`config.mk`:
```
export PLATFORM = sky130hd
export DESIGN_NAME = fast_ring_scheduler
export DESIGN_NICKNAME = d
export VERILOG_FILES = /design/src/rtl/fast_ring_scheduler.sv
export SDC_FILE = /design/constraint.sdc
export NUM_CORES = 1
export LEC_CHECK = 0
export CAP_MARGIN = 20
export CORE_ASPECT_RATIO = 0.5
export CORE_MARGIN = 2
export CORE_UTILIZATION = 50
export DETAILED_ROUTE_END_ITERATION = 12
export PLACE_DENSITY_LB_ADDON = 0.12
export SLEW_MARGIN = 20
export SYNTH_ARGS = -nofsm -noshare
export SYNTH_HDL_FRONTEND = slang
export SYNTH_SLANG_ARGS = --single-unit
```
`constraint.sdc`:
```
create_clock -name clk -period 9.4 [get_ports clk]
set_input_delay 2.82 -clock clk [delete_from_list [all_inputs] [get_ports clk]]
set_output_delay 2.82 -clock clk [all_outputs]
set_load 0.1 [all_outputs]
```
`src/rtl/fast_ring_scheduler.sv`:
```
// fast_ring_scheduler: FAST corner test sequencer, one shared comparator over the 16-pixel ring, longest circular run scoring
module fast_ring_scheduler #(
  parameter int N_MIN = 9,
  parameter int TH_SHIFT = 2
) (
  input  logic         clk,
  input  logic         reset,
  input  logic         in_valid,
  output logic         in_ready,
  input  logic [7:0]   center,
  input  logic [127:0] ring,
  output logic         out_valid,
  input  logic         out_ready,
  output logic         out_corner,
  output logic [4:0]   out_score
);
  typedef enum logic [1:0] {IDLE, SCAN, EVAL, DONE} state_t;
  state_t state, state_n;
  logic [7:0] c_r;
  logic [127:0] ring_r;
  logic [3:0] idx;
  logic [4:0] run, max_run, lead, score;
  logic lead_open, diff;
  logic [8:0] band, lo, hi, pix;
  logic [5:0] wrap, best;
  assign band = {1'b0, c_r >> TH_SHIFT};
  assign lo = {1'b0, c_r} - band;
  assign hi = {1'b0, c_r} + band;
  assign pix = {1'b0, ring_r[{idx, 3'b000} +: 8]};
  assign diff = pix < lo || pix >= hi;
  // run holds the trailing run at EVAL, so run+lead joins the run that wraps past j=0
  assign wrap = {1'b0, run} + {1'b0, lead};
  assign best = {1'b0, max_run} > wrap ? {1'b0, max_run} : wrap;
  assign score = lead_open ? 5'd16 : best > 6'd16 ? 5'd16 : best[4:0];
  assign in_ready = state == IDLE;
  assign out_valid = state == DONE;
  always_comb begin
    state_n = state;
    state_n = state == IDLE ? (in_valid ? SCAN : IDLE) :
              state == SCAN ? (idx == 4'd15 ? EVAL : SCAN) :
              state == EVAL ? DONE : (out_ready ? IDLE : DONE);
  end
  always_ff @(posedge clk) state <= reset ? IDLE : state_n;
  always_ff @(posedge clk) begin
    if (reset) begin
      c_r <= '0;
      ring_r <= '0;
      idx <= '0;
      run <= '0;
      max_run <= '0;
      lead <= '0;
      lead_open <= 1'b0;
      out_corner <= 1'b0;
      out_score <= '0;
    end else begin
      case (state)
        IDLE: if (in_valid) begin
          c_r <= center;
          ring_r <= ring;
          idx <= '0;
          run <= '0;
          max_run <= '0;
          lead <= '0;
          lead_open <= 1'b1;
        end
        SCAN: begin
          idx <= idx + 4'd1;
          run <= diff ? run + 5'd1 : 5'd0;
          lead <= diff && lead_open ? lead + 5'd1 : lead;
          lead_open <= lead_open && diff;
          max_run <= diff && run + 5'd1 > max_run ? run + 5'd1 : max_run;
        end
        EVAL: begin
          out_score <= score;
          out_corner <= score >= 5'(N_MIN);
        end
        default: ;
      endcase
    end
  end
endmodule

```
---- Word-level counts from Yosys, hierarchy flattened ----
Index checks and enable logic that the tools add are counted.
storage, ports and cells
  flip-flop bits (word level) ............. 164
cells by class
  add/subtract/negate cells ............... 6
  reduce and logical (&&, ||, !) cells .... 9
  eq/ne operators ......................... 7
  multiplexer cells ....................... 20
  shift-type cells ........................ 1
  order comparisons ....................... 6
operators with widths
  kind                 number
  $shiftx 128x8->8     1
  $mux 5               6
  $pmux 5 s2           3
  $add 5x1->5 const B  2
  $mux 2               5
  $add 8x6->9          1
  $ge 8x9->1           1
  $lt 8x9->1           1
  $sub 8x6->9          1
  $pmux 4 s2           1
  $add 5x5->6          1
  $gt 5x6->1           1
  $gt 6x5->1 const B   1
  $mux 6               1
  $reduce_and 3->1     2
  $ge 5x4->1 const B   1
  $gt 5x5->1           1
  $add 4x1->4 const B  1
  $eq 2x2->1 const B   2
  $eq 4x4->1 const B   1
  $mux 4               1
  $ne 2x1->1 const B   2
  $reduce_and 2->1     2
  $eq 2x1->1 const B   1
  7 further kinds      9

---- Logic depth before layout (Yosys ltp) ----
Gate-level depths: netlist of the first run.
  depth in word-level cells ............... 7
  depth in mapped cells ................... 17
  gate-level depth less buffers ........... 17

---- Worst setup path before layout of the first run ----
OpenSTA, ideal clock, no wires.
  path kind ............................... flip-flop to output port
  from .................................... register state[0]
  to ...................................... output port in_ready
  setup slack ............................. 4.820 ns
  buffers on the path ..................... 1
  arrival time ............................ 1.760 ns
  cell stages (with the launch flop) ...... 3
  cells stage by stage .................... dfxtp_1 clkbuf_1 nor2_1
between the ends
  longest elaborated chain between the ends .. 1
RTL lines
  element                 line  RTL
  start, declared         18    state_t state, state_n;
  start signal, assigned  43    always_ff @(posedge clk) state <= reset ? IDLE : state_n;
  $logic_not 2->1         35    assign in_ready = state == IDLE;
  end, declared           9     output logic in_ready,
No other way between the ends.

---- Worst setup path in the final report of the first run ----
Ends and elaborated chain as after synthesis.

==> results.md, run 1 <==
* Outcome: complete, no violations
* Final hold vios at 0
* Number of synthesized flops with an enable pin at 0
* Max-slew violations at 0
* Hold path startpoint: out_score[3]$_SDFFE_PP0P_
* Min Hold Slack at 0.453 ns
* Placed insts at 1267
* Sequential fraction of the synthesis area at 0.402
* Top cells by count, synth: 297 x nand2_1, 164 x dfxtp_1, 156 x a21oi_1
* Final nets at 1253
* CORE AREA at 0.0157 sq mm
* RSZ-0062 raised after global routing: no
* Hold Buf Count CTS at 0
* Synth top area share at 0.402
* Area grow syn2layout at 26.1%
* Required time of the critical path at 6.58 ns
* Setup TNS at 0 ns
* MaxCap Viol Count at 0
* Antenna Cells at 0
* Clock Tree Buf Depth at 2
* Hold WC Path Type: reg2reg
* Crit path capture type: output port
* ANT nets after route at 0
* Post-CTS Setup Inserts at 0
* Crit-path cells: nor2_1 -> clkdlybuf4s50_1
* CTS Sinks at 164
* Setup CP Type: reg2out
* Peak supply drop at 0.160 mV
* Post-synth net total at 1146
* Leak at 3.92 nW
* Final std cells w/o fill at ~1.3k
* Clock skew at between 0.015 and 0.02 ns
* Clk root buf: clkbuf_16
* Worst R2R End: lead[0]$_SDFFE_PP0P_
* Pre-antenna DRT Iters at 5
* Routed length per instance at between 15 and 20 um
* Die area at 0.0175 sq mm
* Rel. slew slack at 0.314
* Cell with the most instances after synthesis: nand2_1
* Clock latency at the later pin of the worst-skew pair at 0.44 ns
* Worst slack at placement at 4.18 ns
* First-pass GRT wire length at around 33000 um
* Gate Count Post-Synth at between 900 and 1k
* Number of global-route vias before repair at about 6.6k
* CTS tree: yes
* Drt total wl at between 20000 and 25000 um
* Residual DRC count at 0
* Critical-path top delay cell: clkdlybuf4s50_1
* Crit-path max FO at 10
* Post-Syn Area at slightly above 0.008 sq mm
* Via density at 5.50
* First DRT Iteration DRCs at 657
* Via count at 7143
* Critical Path AT at 2.30 ns
* Dpl hpwl at 14700 um
* Final setup viols at 0
* Row count at 32
* R2R Setup Slk at 5.24 ns
* Tmin final at 5.12 ns
* R2R depth at 11
* Share of cells above drive strength 1 at 0.0918
* CP Launch Point: state[0]$_SDFF_PP0_
* Gpl congestion at 0.819
* PostCTS Resize Cnt at 0
* Cell Pwr Density at around 170 mW/mm^2
* Clock transition at path regs at 0.07 ns
* Syn. warnings at 0
* Critical path destination: in_ready
* Leading area contributor after synthesis: dfxtp_1
* Critical path's largest stage delay at 1.20 ns
* Vert. Die Dim at 94.4 um
* Num CTS Buffers at 17
* Distinct cells, synth at 61
* I/O Pins at 148
* Antenna violations before repair at 0
* FMAX at approximately 200 MHz
* Largest net degree at the start of global routing at 102
* Total grt overflow at 0
* Area contributors post-synth: dfxtp_1 40%, nand2_1 14%, mux4_2 11%
* Final Cycle Share at 0.545
* Post-synthesis register bit count at about 160
* Starting Density at 0.521
* Reg2reg start: idx[0]$_SDFFE_PP0P_
* Tot Pwr at 0.00175 W
* Mapped Avg Cell Area at 8.53 sq um
* H-tree depth at 4
* Async S/R FF share, synth at 0
* Primary FF master, synth: dfxtp_1
* GRT Total Usage at 0.246
* Worst Slack Setup Final at 4.28 ns
* Critical Path Start Type: flop
* PortBufs at between 100 and 150
* Die W at 185 um
* Least-Margin Pin Slew at 1.03 ns
per-stage QoR:
stage | utilization | instance area (sq um)
final | 0.657 | 10300
after global routing | 0.657 | 10300
after CTS | 0.657 | 10300
after detailed placement | 0.619 | 9710
after global placement | 0.619 | 9710
after floorplan | - | 8180
worst max-delay path, delay by kind of cell (launching register included):
| kind | cells | cell delay, ns |
|---|---|---|
| simple gates | 1 | 0.28 |
| buf+inv | 1 | 1.20 |
| flops | 1 | 0.40 |
layer usage:
| metal | GRT usage | part of all wire | vias up |
|---|---|---|---|
| li1 | - | - | 3510 |
| met1 | 0.339 | 0.45 | 3394 |
| met2 | 0.401 | 0.47 | 219 |
| met3 | 0.0436 | 0.066 | 20 |
| met4 | 0.0708 | 0.011 | 0 |
| met5 | 0 | 0 | - |
registers in the layout (all words and copies together) (netlist names):
register and count:
out_score 5, idx 4, lead 5, lead_open 1
c_r 8, out_corner 1, ring_r 128, max_run 5
state 2, run 5
area by class of cell:
| class | count | area (sq um) |
|---|---|---|
| clock buffer | 18 | 439 |
| clock inverter | 14 | 159 |
| fill | 1333 | 5380 |
| inverter | 28 | 105 |
| multi-input combinational | 703 | 4550 |
| sequential | 164 | 3290 |
| tap | 221 | 277 |
| timing repair buffer | 151 | 1500 |
power breakdown:
| group | internal (W) | switching, W | total [W] |
|---|---|---|---|
| clock | 0.000363 | 0.000331 | 0.000694 |
| combinational | 0.000146 | 0.000148 | 0.000295 |
| sequential | 0.000731 | 0.0000276 | 0.000759 |
| total | 0.00124 | 0.000507 | 0.00175 |
cells in the final DEF, fill, tap and decap left out, types with 7 or more instances in the layout:
cell type,Yosys,layout
or3_1,7,7
inv_1,26,26
mux4_2,40,40
nor2_1,27,27
xnor2_1,12,12
a21oi_1,156,156
ha_1,45,45
nand3_1,13,13
nand2_1,297,296
o21ai_0,14,14
dfxtp_1,164,162
clkbuf_16,0,17
clkdlybuf4s50_1,0,146
worst min path at each step:
| stage | end | slack [ns] | depth (start not counted) |
|---|---|---|---|
| floorplan | ring_r[112]$_SDFFE_PP0P_ | 0.43 | 2 |
| global placement | ring_r[33]$_SDFFE_PP0P_ | 0.44 | 2 |
| detailed placement | ring_r[100]$_SDFFE_PP0P_ | 0.44 | 2 |
| CTS | ring_r[16]$_SDFFE_PP0P_ | 0.46 | 2 |
| global route | out_score[1]$_SDFFE_PP0P_ | 0.47 | 2 |
| finish | out_score[3]$_SDFFE_PP0P_ | 0.45 | 2 |
cells by family after synthesis:
kind of cell             Yosys count  synth area share
XOR/XNOR                          16            0.0171
AND/OR/NAND/NOR                  375             0.189
buffers and inverters             91            0.0435
adder cells (fa/ha/maj)           48            0.0762
AO/OA/AOI/OAI                    215             0.151
multiplexers                      49             0.122
flip-flops                       164             0.402
Power figures use the tool's default switching activity.
==> run 2: changes to the inputs <==
--- a/config.mk
+++ b/config.mk
@@ -8,7 +8,7 @@
 export CAP_MARGIN = 20
 export CORE_ASPECT_RATIO = 0.5
 export CORE_MARGIN = 2
-export CORE_UTILIZATION = 50
+export CORE_UTILIZATION = 48
 export DETAILED_ROUTE_END_ITERATION = 12
 export PLACE_DENSITY_LB_ADDON = 0.12
 export SLEW_MARGIN = 20
==> constraint.sdc (replaced) <==
create_clock -name clk -period 4.2 [get_ports clk]
set_input_delay 1.26 -clock clk [delete_from_list [all_inputs] [get_ports clk]]
set_output_delay 1.26 -clock clk [all_outputs]
set_load 0.1 [all_outputs]
==> run 2 against run 1 <==
  * Non-clock buffer count grew 6
  * Sequential power up 120%
  * Hold slack worse by 0.0016 ns
  * Clock power up 110%
  * Power up 120%
  * Largest cell class unchanged
  * Largest power group unchanged
==> results.md, run 2 (synthesis results as in run 1) <==
* Via density at 5.47 (-0.58%)
* Gpl congestion at 0.831 (+1.5%)
* Final std cells w/o fill at 1309 (+0.77%)
* Placed insts at 1279 (+0.95%)
* Clock latency at the later pin of the worst-skew pair at 0.43 ns (about the same)
* Outcome: complete, no violations
* Routed length per instance at 16.3 um (+1.4%)
* Pre-antenna DRT Iters at 6 (+1)
* Max reg flops at 128 (unchanged)
* Crit-path max FO at 18 (+8)
* PortBufs at 147 (unchanged)
* Peak supply drop at 0.265 mV (+66%)
* R2R Setup Slk at 0.47 ns (-4.77 ns)
* Clock Tree Buf Depth at 2 (unchanged)
* First DRT Iteration DRCs at 432 (-34%)
* First-pass GRT wire length at 34300 um (+3.1%)
* Final hold vios at 0 (unchanged)
* Critical path destination: lead[0]$_SDFFE_PP0P_
* Hold WC Path Type: reg2reg
* Area grow syn2layout at 26.7%
* Residual DRC count at 0 (unchanged)
* Critical-path top delay cell: mux4_2
* Final nets at 1259 (+0.48%)
* Die W at 189 um (+2.0%)
* Final Cycle Share at 0.889
* Critical path's largest stage delay at 0.54 ns (-0.66 ns)
* Final setup viols at 0 (unchanged)
* MaxCap Viol Count at 0 (unchanged)
* Dpl hpwl at 15800 um (+8.1%)
* Largest net degree at the start of global routing at 76 (-25%)
* I/O Pins at 148 (unchanged)
* Starting Density at 0.495 (-0.0259)
* Largest regs: ring_r (128), c_r (8)
* GRT Total Usage at 0.243 (-0.00327)
* Required time of the critical path at 4.57 ns (-2.01 ns)
* Setup CP Type: reg2reg
* Total grt overflow at 0 (unchanged)
* Die area at 0.0182 sq mm (+4.0%)
* Post-CTS Setup Inserts at 0 (unchanged)
* Reg2reg start: idx[0]$_SDFFE_PP0P_
* FMAX at 268 MHz
* CP Launch Point: idx[0]$_SDFFE_PP0P_
* Antenna Cells at 0 (unchanged)
* Clock skew at 0.0110 ns (-0.00402 ns)
* Most frequent cells in the layout: 296 x nand2_1, 163 x dfxtp_1, 156 x a21oi_1
* Crit path capture type: flop
* Post-route core utilization at 0.627 (-0.0297)
* Hold Buf Count CTS at 0 (unchanged)
* Clock transition at path regs at 0.07 ns (about the same)
* CTS Sinks at 164 (unchanged)
* Num CTS Buffers at 17 (unchanged)
* CTS tree: yes
* Critical Path AT at 4.10 ns (+1.80 ns)
* R2R depth at 11 (unchanged)
* ANT nets after route at 0 (unchanged)
* Cell Pwr Density at 369 mW/mm^2 (+120%)
* H-tree depth at 4 (unchanged)
* Drt total wl at 21400 um (+2.2%)
* CORE AREA at 0.0165 sq mm (+5.2%)
* Row count at 33 (+3.1%)
* Rel. slew slack at 0.339 (+0.0253)
* Cell repeated most along the worst path: mux4_2
* Number of global-route vias before repair at 6805 (+2.8%)
* Crit-path cells: buf_12 -> mux4_2 -> mux4_2 -> ha_1 -> a21o_1 -> a2111oi_0 -> o21a_1 -> a311o_2 -> nand3_1 -> a31oi_1 -> a22o_1
* Tmin final at 3.73 ns
* Critical Path Start Type: flop
* Clk root buf: clkbuf_16
* Worst R2R End: lead[0]$_SDFFE_PP0P_
* Setup TNS at 0 ns (unchanged)
* Share of cells above drive strength 1 at 0.0961 (+0.00428)
* Leak at 3.95 nW (+0.58%)
* PostCTS Resize Cnt at 0 (unchanged)
* Antenna violations before repair at 0 (unchanged)
* Least-Margin Pin Slew at 0.988 ns (-0.0410 ns)
* Vert. Die Dim at 96.3 um (+2.0%)
* Most common cell after layout, fill and taps aside: nand2_1
* Max-slew violations at 0 (unchanged)
* RSZ-0062 raised after global routing: no
* Via count at 7156 (+0.18%)
* Register with the most flip-flops: ring_r
## run 2: cell types whose count changed in the layout (fill, tap and decap cells not counted), sizes merged
cell           change
clkdlybuf4s50      -2
buf                +8
clkinvlp           +2
clkinv             -4
## run 2: power breakdown
part | switching (W) | leakage [nW] | internal (W)
clock network | 0.000675 | 0.259 | 0.000779
logic | 0.000332 | 2.35 | 0.000337
registers | 0.0000593 | 1.34 | 0.00164
total | 0.00107 | 3.95 | 0.00275
## run 2: cell type report
class | count | area (sq um)
clock buffers | 18 | 439
well taps | 227 | 284
multi-input cells | 703 | 4550
repair buffers | 157 | 1600
fillers | 1427 | 6160
flip-flops and latches | 164 | 3280
inverters | 28 | 105
clock inverters | 12 | 98.8
## run 2: metal layers
layer	track usage	routed length (um)	vias up
met5	0	0	-
met4	0.0534	212	0
met3	0.0521	1150	24
met2	0.391	9730	192
met1	0.338	10300	3422
li1	-	-	3518
## run 2: critical path: cells and delay by family (launching register included)
family / cells / cell delay, ns
AOI/OAI and AO/OA: 6 / 1.34
adders and majority gates: 1 / 0.34
DFF: 1 / 0.52
muxes: 2 / 1.06
buffers and inverters: 1 / 0.24
and+or+nand+nor: 1 / 0.17
## run 2: through the flow
| step | setup WS [ns] | power (W) | hold slack (ns) | cell area (sq um) |
|---|---|---|---|---|
| 6_report | 0.466 | 0.00382 | 0.452 | 10400 |
| 5_1_grt | 0.286 | 0.00399 | 0.474 | 10400 |
| 4_1_cts | 0.465 | 0.00384 | 0.453 | 10400 |
| 3_5_place_dp | 0.513 | 0.00240 | 0.444 | 9820 |
| 3_3_place_gp | 0.589 | 0.00239 | 0.440 | 9820 |
| 2_1_floorplan | 0.654 | 0.00213 | 0.433 | 8180 |
## run 2: worst min-delay path by stage
stage                                         from                       end  slack, ns  cells after the start
after floorplan           ring_r[112]$_SDFFE_PP0P_  ring_r[112]$_SDFFE_PP0P_       0.43                      2
after global placement     ring_r[35]$_SDFFE_PP0P_   ring_r[35]$_SDFFE_PP0P_       0.44                      2
after detailed placement   ring_r[17]$_SDFFE_PP0P_   ring_r[17]$_SDFFE_PP0P_       0.44                      2
after CTS                  ring_r[17]$_SDFFE_PP0P_   ring_r[17]$_SDFFE_PP0P_       0.45                      2
after global routing       ring_r[17]$_SDFFE_PP0P_   ring_r[17]$_SDFFE_PP0P_       0.47                      2
final                      ring_r[17]$_SDFFE_PP0P_   ring_r[17]$_SDFFE_PP0P_       0.45                      2
